===== src/rtl/game_pkg.sv =====
// Shared game-flow definitions: state codes, player-status codes and the
// level/world defaults also used by the Scrolls and Obstacles generators.
package game_pkg;

  typedef enum logic [2:0] {
    ST_START     = 3'd0,
    ST_PLAYING   = 3'd1,
    ST_LEVEL_UP  = 3'd2,
    ST_WORLD_UP  = 3'd3,
    ST_LIFE_LOST = 3'd4,
    ST_LOSE      = 3'd5,
    ST_WIN       = 3'd6
  } state_e;

  localparam logic [1:0] PS_PLAYING = 2'd0;
  localparam logic [1:0] PS_PASS    = 2'd1;
  localparam logic [1:0] PS_DIED    = 2'd2;

  localparam int LEVELS_PER_WORLD = 4;
  localparam int NUM_WORLDS       = 4;

endpackage


===== src/rtl/game_flow_ctrl_banner_timer.sv =====
// Saturating frame counter that times how long a banner screen stays up.
module banner_timer
  import game_pkg::*;
#(
  parameter int BANNER_FRAMES = 120
) (
  input  logic clk,
  input  logic rst,
  input  logic clear,
  input  logic frame_tick,
  output logic done
);

  localparam int CW = $clog2(BANNER_FRAMES + 1);
  localparam logic [CW-1:0] CMAX = CW'(BANNER_FRAMES);

  logic [CW-1:0] count_q;

  always_ff @(posedge clk) begin
    if (rst || clear) begin
      count_q <= '0;
    end else if (frame_tick && (count_q != CMAX)) begin
      count_q <= count_q + 1'b1;
    end
  end

  assign done = (count_q == CMAX);

endmodule


===== src/rtl/game_flow_ctrl.sv =====
// Game-flow sequencer: walks levels and worlds, tracks lives, freezes motion
// outside active play and pulses load_level on every entry into PLAYING.
module game_flow_ctrl #(
  parameter int LEVELS_PER_WORLD = game_pkg::LEVELS_PER_WORLD,
  parameter int NUM_WORLDS       = game_pkg::NUM_WORLDS,
  parameter int START_LIVES      = 3,
  parameter int MAX_LIVES        = 9,
  parameter int BANNER_FRAMES    = 120
) (
  input  logic       clk,
  input  logic       rst,
  input  logic       start_btn,
  input  logic [1:0] player_status,
  input  logic       frame_tick,
  output logic [2:0] game_status,
  output logic [1:0] world,
  output logic [2:0] level,
  output logic [3:0] lives,
  output logic       freeze,
  output logic       load_level
);
  import game_pkg::*;

  localparam logic [2:0] LAST_LEVEL = 3'(LEVELS_PER_WORLD - 1);
  localparam logic [1:0] LAST_WORLD = 2'(NUM_WORLDS - 1);
  localparam logic [3:0] LIVES_INIT = 4'(START_LIVES);
  localparam logic [3:0] LIVES_MAX  = 4'(MAX_LIVES);

  state_e     state_q;
  logic [1:0] world_q;
  logic [2:0] level_q;
  logic [3:0] lives_q;
  logic       freeze_q;
  logic       load_q;
  logic       start_q;
  logic       tmr_clr_q;
  logic       banner_done;
  logic       start_rise;
  logic       pass;
  logic       died;

  assign start_rise = start_btn & ~start_q;
  assign pass       = (player_status == PS_PASS);
  assign died       = (player_status == PS_DIED);

  banner_timer #(.BANNER_FRAMES(BANNER_FRAMES)) u_banner_timer (
    .clk        (clk),
    .rst        (rst),
    .clear      (tmr_clr_q),
    .frame_tick (frame_tick),
    .done       (banner_done)
  );

  always_ff @(posedge clk) begin
    // Tracks the button even in reset so a press held through reset is not a rise.
    start_q <= start_btn;
    if (rst) begin
      state_q   <= ST_START;
      world_q   <= '0;
      level_q   <= '0;
      lives_q   <= LIVES_INIT;
      freeze_q  <= 1'b1;
      load_q    <= 1'b0;
      tmr_clr_q <= 1'b1;
    end else begin
      load_q    <= 1'b0;
      tmr_clr_q <= 1'b1;
      case (state_q)
        ST_START: begin
          if (start_rise) begin
            state_q  <= ST_PLAYING;
            world_q  <= '0;
            level_q  <= '0;
            lives_q  <= LIVES_INIT;
            freeze_q <= 1'b0;
            load_q   <= 1'b1;
          end
        end
        ST_PLAYING: begin
          if (pass) begin
            freeze_q <= 1'b1;
            if (level_q < LAST_LEVEL) begin
              state_q <= ST_LEVEL_UP;
              level_q <= level_q + 1'b1;
            end else if (world_q < LAST_WORLD) begin
              state_q <= ST_WORLD_UP;
              world_q <= world_q + 1'b1;
              level_q <= '0;
              if (lives_q < LIVES_MAX) lives_q <= lives_q + 1'b1;
            end else begin
              state_q <= ST_WIN;
            end
          end else if (died) begin
            freeze_q <= 1'b1;
            if (lives_q <= 4'd1) begin
              state_q <= ST_LOSE;
              lives_q <= '0;
            end else begin
              state_q <= ST_LIFE_LOST;
              lives_q <= lives_q - 1'b1;
            end
          end
        end
        ST_LEVEL_UP, ST_WORLD_UP, ST_LIFE_LOST: begin
          // Reserved status code 3 counts as "playing", so it also releases the banner.
          if (banner_done && !pass && !died) begin
            state_q  <= ST_PLAYING;
            freeze_q <= 1'b0;
            load_q   <= 1'b1;
          end else begin
            tmr_clr_q <= 1'b0;
          end
        end
        ST_LOSE, ST_WIN: begin
          if (banner_done && start_rise) begin
            state_q  <= ST_PLAYING;
            world_q  <= '0;
            level_q  <= '0;
            lives_q  <= LIVES_INIT;
            freeze_q <= 1'b0;
            load_q   <= 1'b1;
          end else begin
            tmr_clr_q <= 1'b0;
          end
        end
        default: begin
          state_q  <= ST_START;
          world_q  <= '0;
          level_q  <= '0;
          lives_q  <= LIVES_INIT;
          freeze_q <= 1'b1;
        end
      endcase
    end
  end

  assign game_status = state_q;
  assign world       = world_q;
  assign level       = level_q;
  assign lives       = lives_q;
  assign freeze      = freeze_q;
  assign load_level  = load_q;

endmodule

===== config.mk =====
export PLATFORM = sky130hd
export DESIGN_NAME = game_flow_ctrl
export DESIGN_NICKNAME = d
export VERILOG_FILES = /design/src/rtl/game_pkg.sv /design/src/rtl/game_flow_ctrl_banner_timer.sv /design/src/rtl/game_flow_ctrl.sv
export SDC_FILE = /design/constraint.sdc
export NUM_CORES = 1
export LEC_CHECK = 0
export CORE_ASPECT_RATIO = 1.25
export CORE_MARGIN = 2
export CORE_UTILIZATION = 55
export CTS_BUF_LIST = sky130_fd_sc_hd__clkbuf_4
export CTS_CLUSTER_DIAMETER = 80
export DETAILED_ROUTE_END_ITERATION = 7
export PLACE_DENSITY = 0.8
export SYNTH_ARGS = -nofsm -noshare
export SYNTH_HDL_FRONTEND = slang
export SYNTH_HIERARCHICAL = 1
export SYNTH_SLANG_ARGS = --single-unit
export TNS_END_PERCENT = 100

===== constraint.sdc =====
create_clock -name clk -period 2.9 [get_ports clk]
set_input_delay 0.58 -clock clk [delete_from_list [all_inputs] [get_ports clk]]
set_output_delay 0.58 -clock clk [all_outputs]
set_load 0.01 [all_outputs]

; ---- Word level (Yosys, flattened, before mapping)
; Index checks and enable logic that the tools add are counted.
[totals]
reg_bits = 23
inputBits = 6
output_inout_bits = 14
[classes]
addsub = 5
n_lt_le_gt_ge = 4
n_eq_ne = 21
n_mux = 41
bitwise = 3
reduce_logical = 14
[op_table]
columns = operator, n
row1 = two-way mux 3 bit, 12
row2 = two-way mux 4 bit, 8
row3 = one-hot mux 3 bit (4 select lines), 2
row4 = one-hot mux 4 bit (4 select lines), 1
row5 = inequality test 3 bit (second input constant), 5
row6 = inequality test 2 bit (second input constant), 6
row7 = two-way mux 2 bit, 5
row8 = equality test 3 bit (second input constant), 3
row9 = two-way mux 1 bit, 9
row10 = one-hot mux 2 bit (4 select lines), 1
row11 = adder 7 x 1 -> 7 bit (second input constant), 1
row12 = equality test 7 bit (second input constant), 1
row13 = inequality test 7 bit (second input constant), 1
row14 = AND reduction 7 bit, 1
row15 = equality test 3 x 2 -> 1 bit (second input constant), 2
row16 = AND reduction 6 bit, 1
row17 = AND reduction 5 bit, 1
row18 = adder 4 x 1 -> 4 bit (second input constant), 1
row19 = less-or-equal comparator 4 x 1 -> 1 bit (second input constant), 1
row20 = logical AND 1 bit, 4
row21 = < comparator 4 bit (second input constant), 1
row22 = one-hot mux 1 bit (4 select lines), 1
row23 = AND reduction 4 bit, 1
row24 = subtractor 4 x 1 -> 4 bit (second input constant), 1
row25 = other kinds (16), 18

; ---- Longest topological paths before layout
; Gate-level depths: netlist (run 1).
[depth]
ltp_word = 6
ltp_mapped = 9

; ---- By module
; Netlist (run 1), hierarchy kept.
[by_module_without_submodules]
columns = module, n_inst, cells_per_inst, area_per_inst_um2, seq_area_each_um2
row1 = game_flow_ctrl, 1, 126, 1102.3, 320.3
row2 = banner_timer, 1, 42, 350.3, 140.1

; ---- Worst setup path after synthesis (run 1)
; No wires, ideal clock.
[synth_path]
path_type = input to register
start = input player_status[0]
end = register lives_q[2], in the netlist lives[2]
setup_time_ps = 67
arrival_ps = 2006
required_time_ps = 2833
path_slack_ps = 828
stages = 7
path_buffers = 0
cell_sequence = inv_1 > ha_1 > or2b_2 > o221ai_4 > o311ai_4 > a2111o_1 > a21oi_2
[synth_via]
elab_chain_cells = 3
word_cells_on_any_way = 9
cone_classes = eq/ne (6) / mux (2) / reduce/logical (1)
[synth_lines]
columns = element, line_no
row1 = "start, declared", game_flow_ctrl.sv:13  ; input logic [1:0] player_status,
row2 = equality test 2 x 1 -> 1 bit or equality test 2 bit (tied branches), "game_flow_ctrl.sv:43, game_flow_ctrl.sv:44"
row3 = inequality test 3 bit (no line) or two-way mux 4 bit (tied branches), n/a
row4 = AND reduction 7 bit (no line) or one-hot mux 4 bit (4 select lines) (tied branches), n/a
row5 = "end signal, assigned", game_flow_ctrl.sv:89  ; if (lives_q < LIVES_MAX) lives_q <= lives_q + 1'b1;
row6 = "end signal, assigned", game_flow_ctrl.sv:100  ; lives_q <= lives_q - 1'b1;
row7 = "end, declared", game_flow_ctrl.sv:32  ; logic [3:0] lives_q;
; Several ways; a longest one is shown, not always the timed one.
; A chain may end at the register's enable or synchronous reset.

; ---- Worst setup path in the final report (run 1)
; Same ends and word-level chain as after synthesis.

==> results.yml, run 1 <==
outcome:
  outcome: "finished, final reports clean"
logic_synthesis:
  syn_nets: 183
  ys_types: 47
  yosys_warnings: 6
  synth_top_family_by_area: "simple AND/OR/NAND/NOR gates"
  synth_cells: 168
  synth.area.mux_share_pct: 4.82
  ys_seq_area_share_pct: 31.7
  synthXorXnorAreaFrac_pct: 2.41
  synth-seq-cells: 23
  postSynth.asyncResetShare_pct: 0
  yosys.area_share.adder_pct: 7.75
  syn_avg_cell_area_sq_um: 8.65
  synthesis.area_sq_mm: 0.00145
  synth_flop_cell: "dfxtp_1"
  synth-compound-area-share_pct: 22.6
  synth_edf_count: 0
  yosys.area_share.simple_pct: 24.1
placement:
  place.gp.congestion: 0.861
  dp_cells: 215
  dp_hpwl_mm: 2.39
  io_buffers: 19
  pre_cts_slack_ns: 0.201
routing:
  vias: 1302
  dr.pass1.iters: 4
  drtIter0Drc: 33
  drc: 0
  routed_wirelength_mm: 3.21
  routed_via_density: 5.95
  wl_per_cell_microns: 14.7
  ant_nets: 0
setup_path:
  worst-path-buf-inv: 2
  cp_data_arrival_time_ns: 2.64
  end_kind: "flip-flop"
  cp_max_fo: 6
  cp_slowest_cell: "clkdlybuf4s50_1"
  critPathCapture: "lives[2]"
  rr_worst_depth: 9
  crit_chain: "clkdlybuf4s50_1, inv_1, ha_1, or2b_2, o221ai_4, o311ai_4, a2111o_1, a21oi_2"
  crit_type: "in -> reg"
  cp.required_ns: 3.17
  critical_path.startpoint: "player_status[0]"
  worstSetupStartpointType: "primary input"
  rrSetupSlack_ns: 0.70
  crit_cells: 8
  slowest_delay_ns: 0.49
  reg2reg_to: "game_status[1]"
  reg2reg_from: "u_banner_timer/count_q[0]"
  crit_family: "compound AO/OA/AOI/OAI gates"
timing:
  skew_ns: 0.00543
  drv_slew: 0
  rsz0062_at_grt: "no"
  tightest_slew_ns: 0.538
  fin_crit_sh_pct: 81.8
  finalSetupTns_ns: 0
  hold_viol: 0
  fmax_ghz: 0.422
  relSlewSlack_pct: 63.9
  min_period_ns: 2.37
  setup_viol: 0
  fin_ws_ns: 0.529
clock_network:
  cts_resized: 0
  clockRootBuffer: "clkbuf_4"
  numCtsBuffers: 3
  clk_latency_ns: 0.33
  cts.sinks: 23
  cts_tree: "done"
  cts.clk_slew.worst_paths_ns: 0.13
  hold_buffers: 0
  clock_tree.buffer_depth: 2
  postCtsSetupBuffers: 0
  cts.htree.levels: 1
worst_hold_path:
  min_path_type: "reg -> reg"
grt:
  grt_use_total_pct: 22.8
  grt_max_degree: 16
  grt_pass1_wl_mm: 5.26
  grt_pass1_vias: 1214
  grt-ovfl-total: 0
  grt_antenna_before_repair: 0
finish:
  n_antenna_cell: 0
  area_delta_synth_final_pct: 14.0
  final_cells: 219
  layout.nets: 202
  drive_gt1_share_pct: 9.68
power_and_ir_drop:
  cellPowerDensity_mw_per_mm2: 491
  leakagePower_nw: 0.637
  vdd_drop_max_uv: 288
die:
  rows: 20
  die_x_microns: 50.0
  core_area_sq_mm: 0.00248
  initial_core_util_pct: 58.6
  die_y_microns: 61.5
  io_pins: 20
  die_area_sq_mm: 0.00307
flow_run:
  maxCapViolations: 0
[cell families after synthesis]
family          Yosys count
flops                    23
xor+xnor                  4
mux                       7
compound gates           43
simple gates             67
fa+ha+maj                 9
buf+inv                  15
[state kept, by name (all words and copies together) (netlist names)]
| register | flops |
|---|---|
| u_banner_timer/count_q | 7 |
| lives | 4 |
| game_status | 3 |
| level | 3 |
| world | 2 |
| freeze | 1 |
| load_level | 1 |
| start_q | 1 |
| tmr_clr_q | 1 |
[worst min path at each step]
stage	startpoint	end	slack [ns]	depth (start not counted)
finish	world[1]	world[1]	0.49	2
global route	world[1]	world[1]	0.50	2
CTS	world[1]	world[1]	0.49	2
detailed placement	world[1]	world[1]	0.48	2
global placement	world[1]	world[1]	0.46	2
floorplan	u_banner_timer/count_q[6]	u_banner_timer/count_q[6]	0.46	2
[routing by layer]
layer / track usage [%] / vias to the layer above / part of all wire (%)
met5: 0 / - / 0
met4: 13.1 / 0 / 2.3
met3: 2.18 / 7 / 2.9
met2: 42.7 / 23 / 53
met1: 25.6 / 627 / 42
li1: - / 645 / -
[cell usage after synthesis (all sizes together) (3+ instances only)]
cell type	count	area (sq um)
nor2	10	37.5
a21oi	13	68.8
inv	9	33.8
dfxtp	23	460
mux2i	7	70.1
o21ai	10	50.1
nor3	3	15.0
xor2	4	35.0
nand3	6	35.0
a211oi	5	37.5
buf	3	26.3
ha	9	113
or3	5	32.5
nor4	3	18.8
nand2	24	90.1
[metrics by stage]
step                      hold slack [ns]  utilization, %  area [sq um]  power [W]
after floorplan                     0.457               -          1450   0.000584
after global placement              0.460            65.8          1630   0.000652
after detailed placement            0.475            65.8          1630   0.000662
after CTS                           0.494            66.9          1660   0.000818
after global routing                0.503            66.9          1660   0.000855
final                               0.493            66.9          1660   0.000814
[layout by cell type (no fill, tap or decap), drive strengths merged, types with 2 or more instances in the layout]
master | netlist | routed
inv | 9 | 9
or3 | 5 | 5
clkbuf | 2 | 3
a21o | 2 | 2
dfxtp | 23 | 23
nand4 | 2 | 2
nor2b | 2 | 2
a21oi | 13 | 13
nand2 | 24 | 24
mux2i | 7 | 7
a211oi | 5 | 5
nor4 | 3 | 3
nand3 | 6 | 6
or2 | 2 | 2
clkdlybuf4s50 | 0 | 19
a211o | 2 | 2
nand4b | 2 | 2
nor2 | 10 | 10
nand3b | 2 | 2
ha | 9 | 9
nor3 | 3 | 3
xor2 | 4 | 4
o21ai | 10 | 10
[final cells by class]
class                   instances  area [sq um]
clock buffers                   3          22.5
clock inverters                 1          5.00
fillers                       205           821
inverters                       9          33.8
multi-input cells             130           896
flip-flops and latches         23           460
well taps                      33          41.3
repair buffers                 20           198
[worst min-delay path, stage by stage (launching register included)]
cell	delay, ns
dfxtp_1	0.35
nand2_1	0.06
a21oi_1	0.05
[report_power, final]
group	leakage, nW	total, W	internal [W]	switching, W
clock	0.0177	0.000156	0.0000519	0.000104
combinational	0.432	0.000273	0.000135	0.000138
sequential	0.187	0.000385	0.000342	0.0000431
total	0.637	0.000814	0.000528	0.000286
Power figures use the tool's default switching activity.
==> run 2: changes to the inputs <==
==> constraint.sdc (replaced) <==
create_clock -name clk -period 2.2 [get_ports clk]
set_input_delay 0.44 -clock clk [delete_from_list [all_inputs] [get_ports clk]]
set_output_delay 0.44 -clock clk [all_outputs]
set_load 0.01 [all_outputs]
==> run 2 against run 1 <==
Net effect:
- critical path depth stayed put
- wire length grew 0.97%
- clock power rose by 28%
- global-route usage shrank 0.24 points
- critical endpoint unchanged
- largest cell class unchanged
==> results.yml, run 2 (synthesis results as in run 1) <==
die:
  die_x_microns: 50.0
  initial_core_util_pct: 58.6
  rows: 20
  core_area_sq_mm: 0.00248
  die_area_sq_mm: 0.00307
  die_y_microns: 61.5
  io_pins: 20
clock_network:
  numCtsBuffers: 3
  clk_latency_ns: 0.31
  cts.htree.levels: 1
  postCtsSetupBuffers: 0
  cts.clk_slew.worst_paths_ns: 0.13
  cts.sinks: 23
  clock_tree.buffer_depth: 2
  cts_tree: "done"
  clockRootBuffer: "clkbuf_4"
  hold_buffers: 0
flow_run:
  maxCapViolations: 0
routing:
  ant_nets: 0
  routed_via_density: 5.68
  drtIter0Drc: 37
  wl_per_cell_microns: 13.8
  routed_wirelength_mm: 3.24
  dr.pass1.iters: 4
  vias: 1330
  drc: 0
timing:
  timing.hold.ws_ns: 0.494
  setup_viol: 0
  fin_crit_sh_pct: 97.2
  rsz0062_at_grt: "no"
  hold_viol: 0
  min_period_ns: 2.14
  fmax_ghz: 0.468
  fin_ws_ns: 0.0613
  drv_slew: 0
  relSlewSlack_pct: 70.2
  tightest_slew_ns: 0.446
  skew_ns: 0.00363
finish:
  largest_reg_flops: 7
  area_delta_synth_final_pct: 23.1
  layout.nets: 217
  final_common_cell: "nand2_1"
  regMostFlops: "u_banner_timer/count_q"
  fill_cells: 180
  drive_gt1_share_pct: 18.4
  layout_common_cells: "nand2_1, dfxtp_1, clkdlybuf4s50_1"
  n_antenna_cell: 0
placement:
  dp_hpwl_mm: 2.47
  place.gp.congestion: 0.791
  pre_cts_slack_ns: -0.260
  io_buffers: 19
power_and_ir_drop:
  cellPowerDensity_mw_per_mm2: 624
  vdd_drop_max_uv: 411
  leakagePower_nw: 0.714
  power_w: 0.00112
grt:
  grt_antenna_before_repair: 0
  grt_pass1_wl_mm: 5.26
  grt_use_total_pct: 22.6
  grt_max_degree: 16
  use_met1_pct: 27.0
  grt_pass1_vias: 1240
  grt-busiest-layer: "met2"
  grt_use_met3_pct: 2.18
  grt-ovfl-total: 0
  use_met2_pct: 39.6
setup_path:
  cp_data_arrival_time_ns: 2.40
  worstSetupStartpointType: "primary input"
  end_kind: "flip-flop"
  cp.required_ns: 2.46
  cp_max_fo: 2
  crit_type: "in -> reg"
  rr_worst_depth: 9
worst_hold_path:
  min_path_type: "reg -> reg"
  holdPathStages: 2
outcome:
  outcome: "finished, final reports clean"
==> run 2: changes by cell type in the layout (fill, tap and decap cells not counted) <==
| cell | delta |
|---|---|
| nor3b_2 | +1 |
| a21oi_2 | +1 |
| o21ai_1 | +1 |
| nor3b_1 | -1 |
| a21oi_1 | -1 |
| nor3_2 | +1 |
| nand3_1 | -1 |
| buf_4 | +15 |
| o21ai_0 | -1 |
| nand3_2 | +1 |
| nor3_1 | -1 |
==> run 2: cell type report <==
cell class / count / area (sq um) / share of cell area, %
Clock buffer: 3 / 22.5 / 1.26
Tap cell: 33 / 41.3 / 2.31
Sequential cell: 23 / 460 / 25.8
Multi-Input combinational cell: 130 / 915 / 51.2
Inverter: 9 / 33.8 / 1.89
Clock inverter: 1 / 5.00 / 0.280
Timing Repair Buffer: 35 / 310 / 17.4
==> run 2: path summary, 6_finish.rpt <==
| path | slack (ns) | end | from |
|---|---|---|---|
| worst max-delay path | 0.06 | lives[2] | player_status[0] |
| worst min register to register | 0.49 | world[1] | world[1] |
| worst min-delay path | 0.49 | world[1] | world[1] |
| worst max register to register | 0.21 | world[0] | u_banner_timer/count_q[0] |
==> run 2: layer usage <==
layer  vias to the layer above  routed length [microns]
li1                        675                        -
met1                       615                     1410
met2                        30                     1650
met3                        10                      109
met4                         0                       73
met5                         -                        0
==> run 2: what timing repair did <==
item / in CTS / in global routing
endpoints found under the setup margin: 0 / 13
gates resized for setup: 0 / 5
endpoints found under the hold margin: 0 / 0
==> run 2: critical path, stage by stage <==
cell and delay [ns]:
clkdlybuf4s50_1 0.48, inv_1 0.05, ha_1 0.28, or2b_2 0.33, o221ai_4 0.19, o311ai_4 0.13, a2111o_1 0.37, a21oi_2 0.12
==> run 2: where the power goes <==
| group | internal [W] | total [W] | switching [W] | leakage (nW) |
|---|---|---|---|---|
| Clock | 0.0000680 | 0.000199 | 0.000131 | 0.0177 |
| Sequential | 0.000450 | 0.000500 | 0.0000493 | 0.187 |
| Combinational | 0.000219 | 0.000417 | 0.000198 | 0.509 |
| Total | 0.000738 | 0.00112 | 0.000379 | 0.714 |
==> run 2: metrics by stage <==
stage	setup TNS [ns]	util, %	area, sq um	cells
2_1_floorplan	0	-	1450	168
3_3_place_gp	-1.60	70.3	1740	230
3_5_place_dp	-2.12	70.3	1740	230
4_1_cts	0	71.4	1770	234
5_1_grt	0	72.2	1790	234
6_report	0	72.2	1790	234
==> run 3: changes to the inputs <==
--- a/config.mk
+++ b/config.mk
@@ -7,11 +7,12 @@
 export LEC_CHECK = 0
 export CORE_ASPECT_RATIO = 1.25
 export CORE_MARGIN = 2
-export CORE_UTILIZATION = 55
+export CORE_UTILIZATION = 56
 export CTS_BUF_LIST = sky130_fd_sc_hd__clkbuf_4
 export CTS_CLUSTER_DIAMETER = 80
 export DETAILED_ROUTE_END_ITERATION = 7
-export PLACE_DENSITY = 0.8
+export PLACE_DENSITY = 0.81
+export REMOVE_ABC_BUFFERS = 1
 export SYNTH_ARGS = -nofsm -noshare
 export SYNTH_HDL_FRONTEND = slang
 export SYNTH_HIERARCHICAL = 1
==> run 3 against run 2 <==
Net effect:
- worst hold slack improved by 0.0031 ns
- worst setup slack better by 0.015 ns
- wire length down 7.6%
- via count is 0.38% lower
- register-to-register slack worse by 0.07 ns
- clock power rose by 3%
- combinational power decreased by 4%
- non-clock buffer count decreased by 5
- clock skew is 0.0064 ns higher
- sequential cell count did not move
- largest cell class unchanged
- largest power group unchanged
==> results.yml, run 3 (synthesis results as in run 1) <==
outcome:
  outcome: "finished, final reports clean"
die:
  die_x_microns: 49.6
  die_y_microns: 60.9
  rows: 20
  core_area_sq_mm: 0.00245
  die_area_sq_mm: 0.00302
  io_pins: 20
  initial_core_util_pct: 59.2
placement:
  pre_cts_slack_ns: -0.243
  place.gp.congestion: 0.866
  dp_hpwl_mm: 2.35
  io_buffers: 19
timing:
  rsz0062_at_grt: "no"
  tightest_slew_ns: 0.459
  skew_ns: 0.0101
  timing.hold.ws_ns: 0.497
  fmax_ghz: 0.471
  relSlewSlack_pct: 69.3
  fin_ws_ns: 0.0763
  setup_viol: 0
  drv_slew: 0
  hold_viol: 0
  fin_crit_sh_pct: 96.5
  min_period_ns: 2.12
routing:
  drc: 0
  dr.pass1.iters: 4
  drtIter0Drc: 27
  routed_wirelength_mm: 2.99
  vias: 1325
  wl_per_cell_microns: 13.1
  routed_via_density: 5.79
  ant_nets: 0
setup_path:
  crit_family: "compound AO/OA/AOI/OAI gates"
  worst-path-buf-inv: 2
  crit_chain: "clkdlybuf4s50_1, inv_1, ha_1, or2b_2, o221ai_4, o311ai_4, a2111o_1, a21oi_2"
  cp_data_arrival_time_ns: 2.37
  slowest_delay_ns: 0.47
  cp_max_fo: 2
  cp_slowest_cell: "clkdlybuf4s50_1"
  cp.required_ns: 2.45
  crit_type: "in -> reg"
  worstSetupStartpointType: "primary input"
  end_kind: "flip-flop"
finish:
  area_delta_synth_final_pct: 20.1
  regMostFlops: "u_banner_timer/count_q"
  layout.nets: 212
  final_common_cell: "nand2_1"
  n_antenna_cell: 0
  drive_gt1_share_pct: 15.3
  largest_reg_flops: 7
  layout_common_cells: "nand2_1, dfxtp_1, clkdlybuf4s50_1"
power_and_ir_drop:
  cellPowerDensity_mw_per_mm2: 633
  power_w: 0.00110
  leakagePower_nw: 0.689
  vdd_drop_max_uv: 546
grt:
  grt_pass1_vias: 1243
  grt-ovfl-total: 0
  grt_use_total_pct: 21.7
  grt_antenna_before_repair: 0
  grt_pass1_wl_mm: 5.18
  grt_max_degree: 16
clock_network:
  cts.htree.levels: 1
  hold_buffers: 0
  numCtsBuffers: 3
  clk_latency_ns: 0.31
  cts.sinks: 23
  clock_tree.buffer_depth: 2
  postCtsSetupBuffers: 0
  cts_tree: "done"
  clockRootBuffer: "clkbuf_4"
  cts_resized: 0
  cts.clk_slew.worst_paths_ns: 0.11
flow_run:
  maxCapViolations: 0
worst_hold_path:
  min_path_type: "reg -> reg"
[run 3: worst paths after layout]
check,from,endpoint,slack [ns],cells after the start
max,player_status[0],lives[2],0.08,8
min,world[1],world[1],0.50,2
max reg2reg,u_banner_timer/count_q[0],world[0],0.14,9
min reg2reg,world[1],world[1],0.50,2
[run 3: final cells by class]
class	count	area, sq um
repair buffers	30	273
multi-input cells	130	906
clock buffers	4	30.0
fillers	215	708
inverters	9	33.8
flip-flops and latches	23	460
well taps	33	41.3
[run 3: layer usage]
layer  GRT usage [%]  up-vias  routed length (microns)
met1            23.9      632                     1290
met3            2.71        4                       79
met2            43.6       23                     1600
li1                -      666                        -
met4            5.95        0                       20
met5               0        -                        0
[run 3: worst register-to-register path: cells and delay by family, from the launching register on]
family                     cells  cell delay [ns]
AOI/OAI and AO/OA              3             0.63
and+or+nand+nor                4             0.76
DFF                            1             0.36
adders and majority gates      1             0.14
buffers and inverters          1             0.09
[run 3: report_power, final]
group,switching (W),internal [W]
combinational,0.000190,0.000210
sequential,0.0000493,0.000450
clock,0.000122,0.0000830
total,0.000361,0.000743
[run 3: metrics by stage]
stage	setup TNS, ns	area (sq um)	util [%]	instances
detailed placement	-1.95	1700	69.5	225
global route	0	1740	71.1	229
floorplan	0	1390	-	162
CTS	0	1730	70.7	229
global placement	-1.41	1700	69.5	225
finish	0	1740	71.1	229
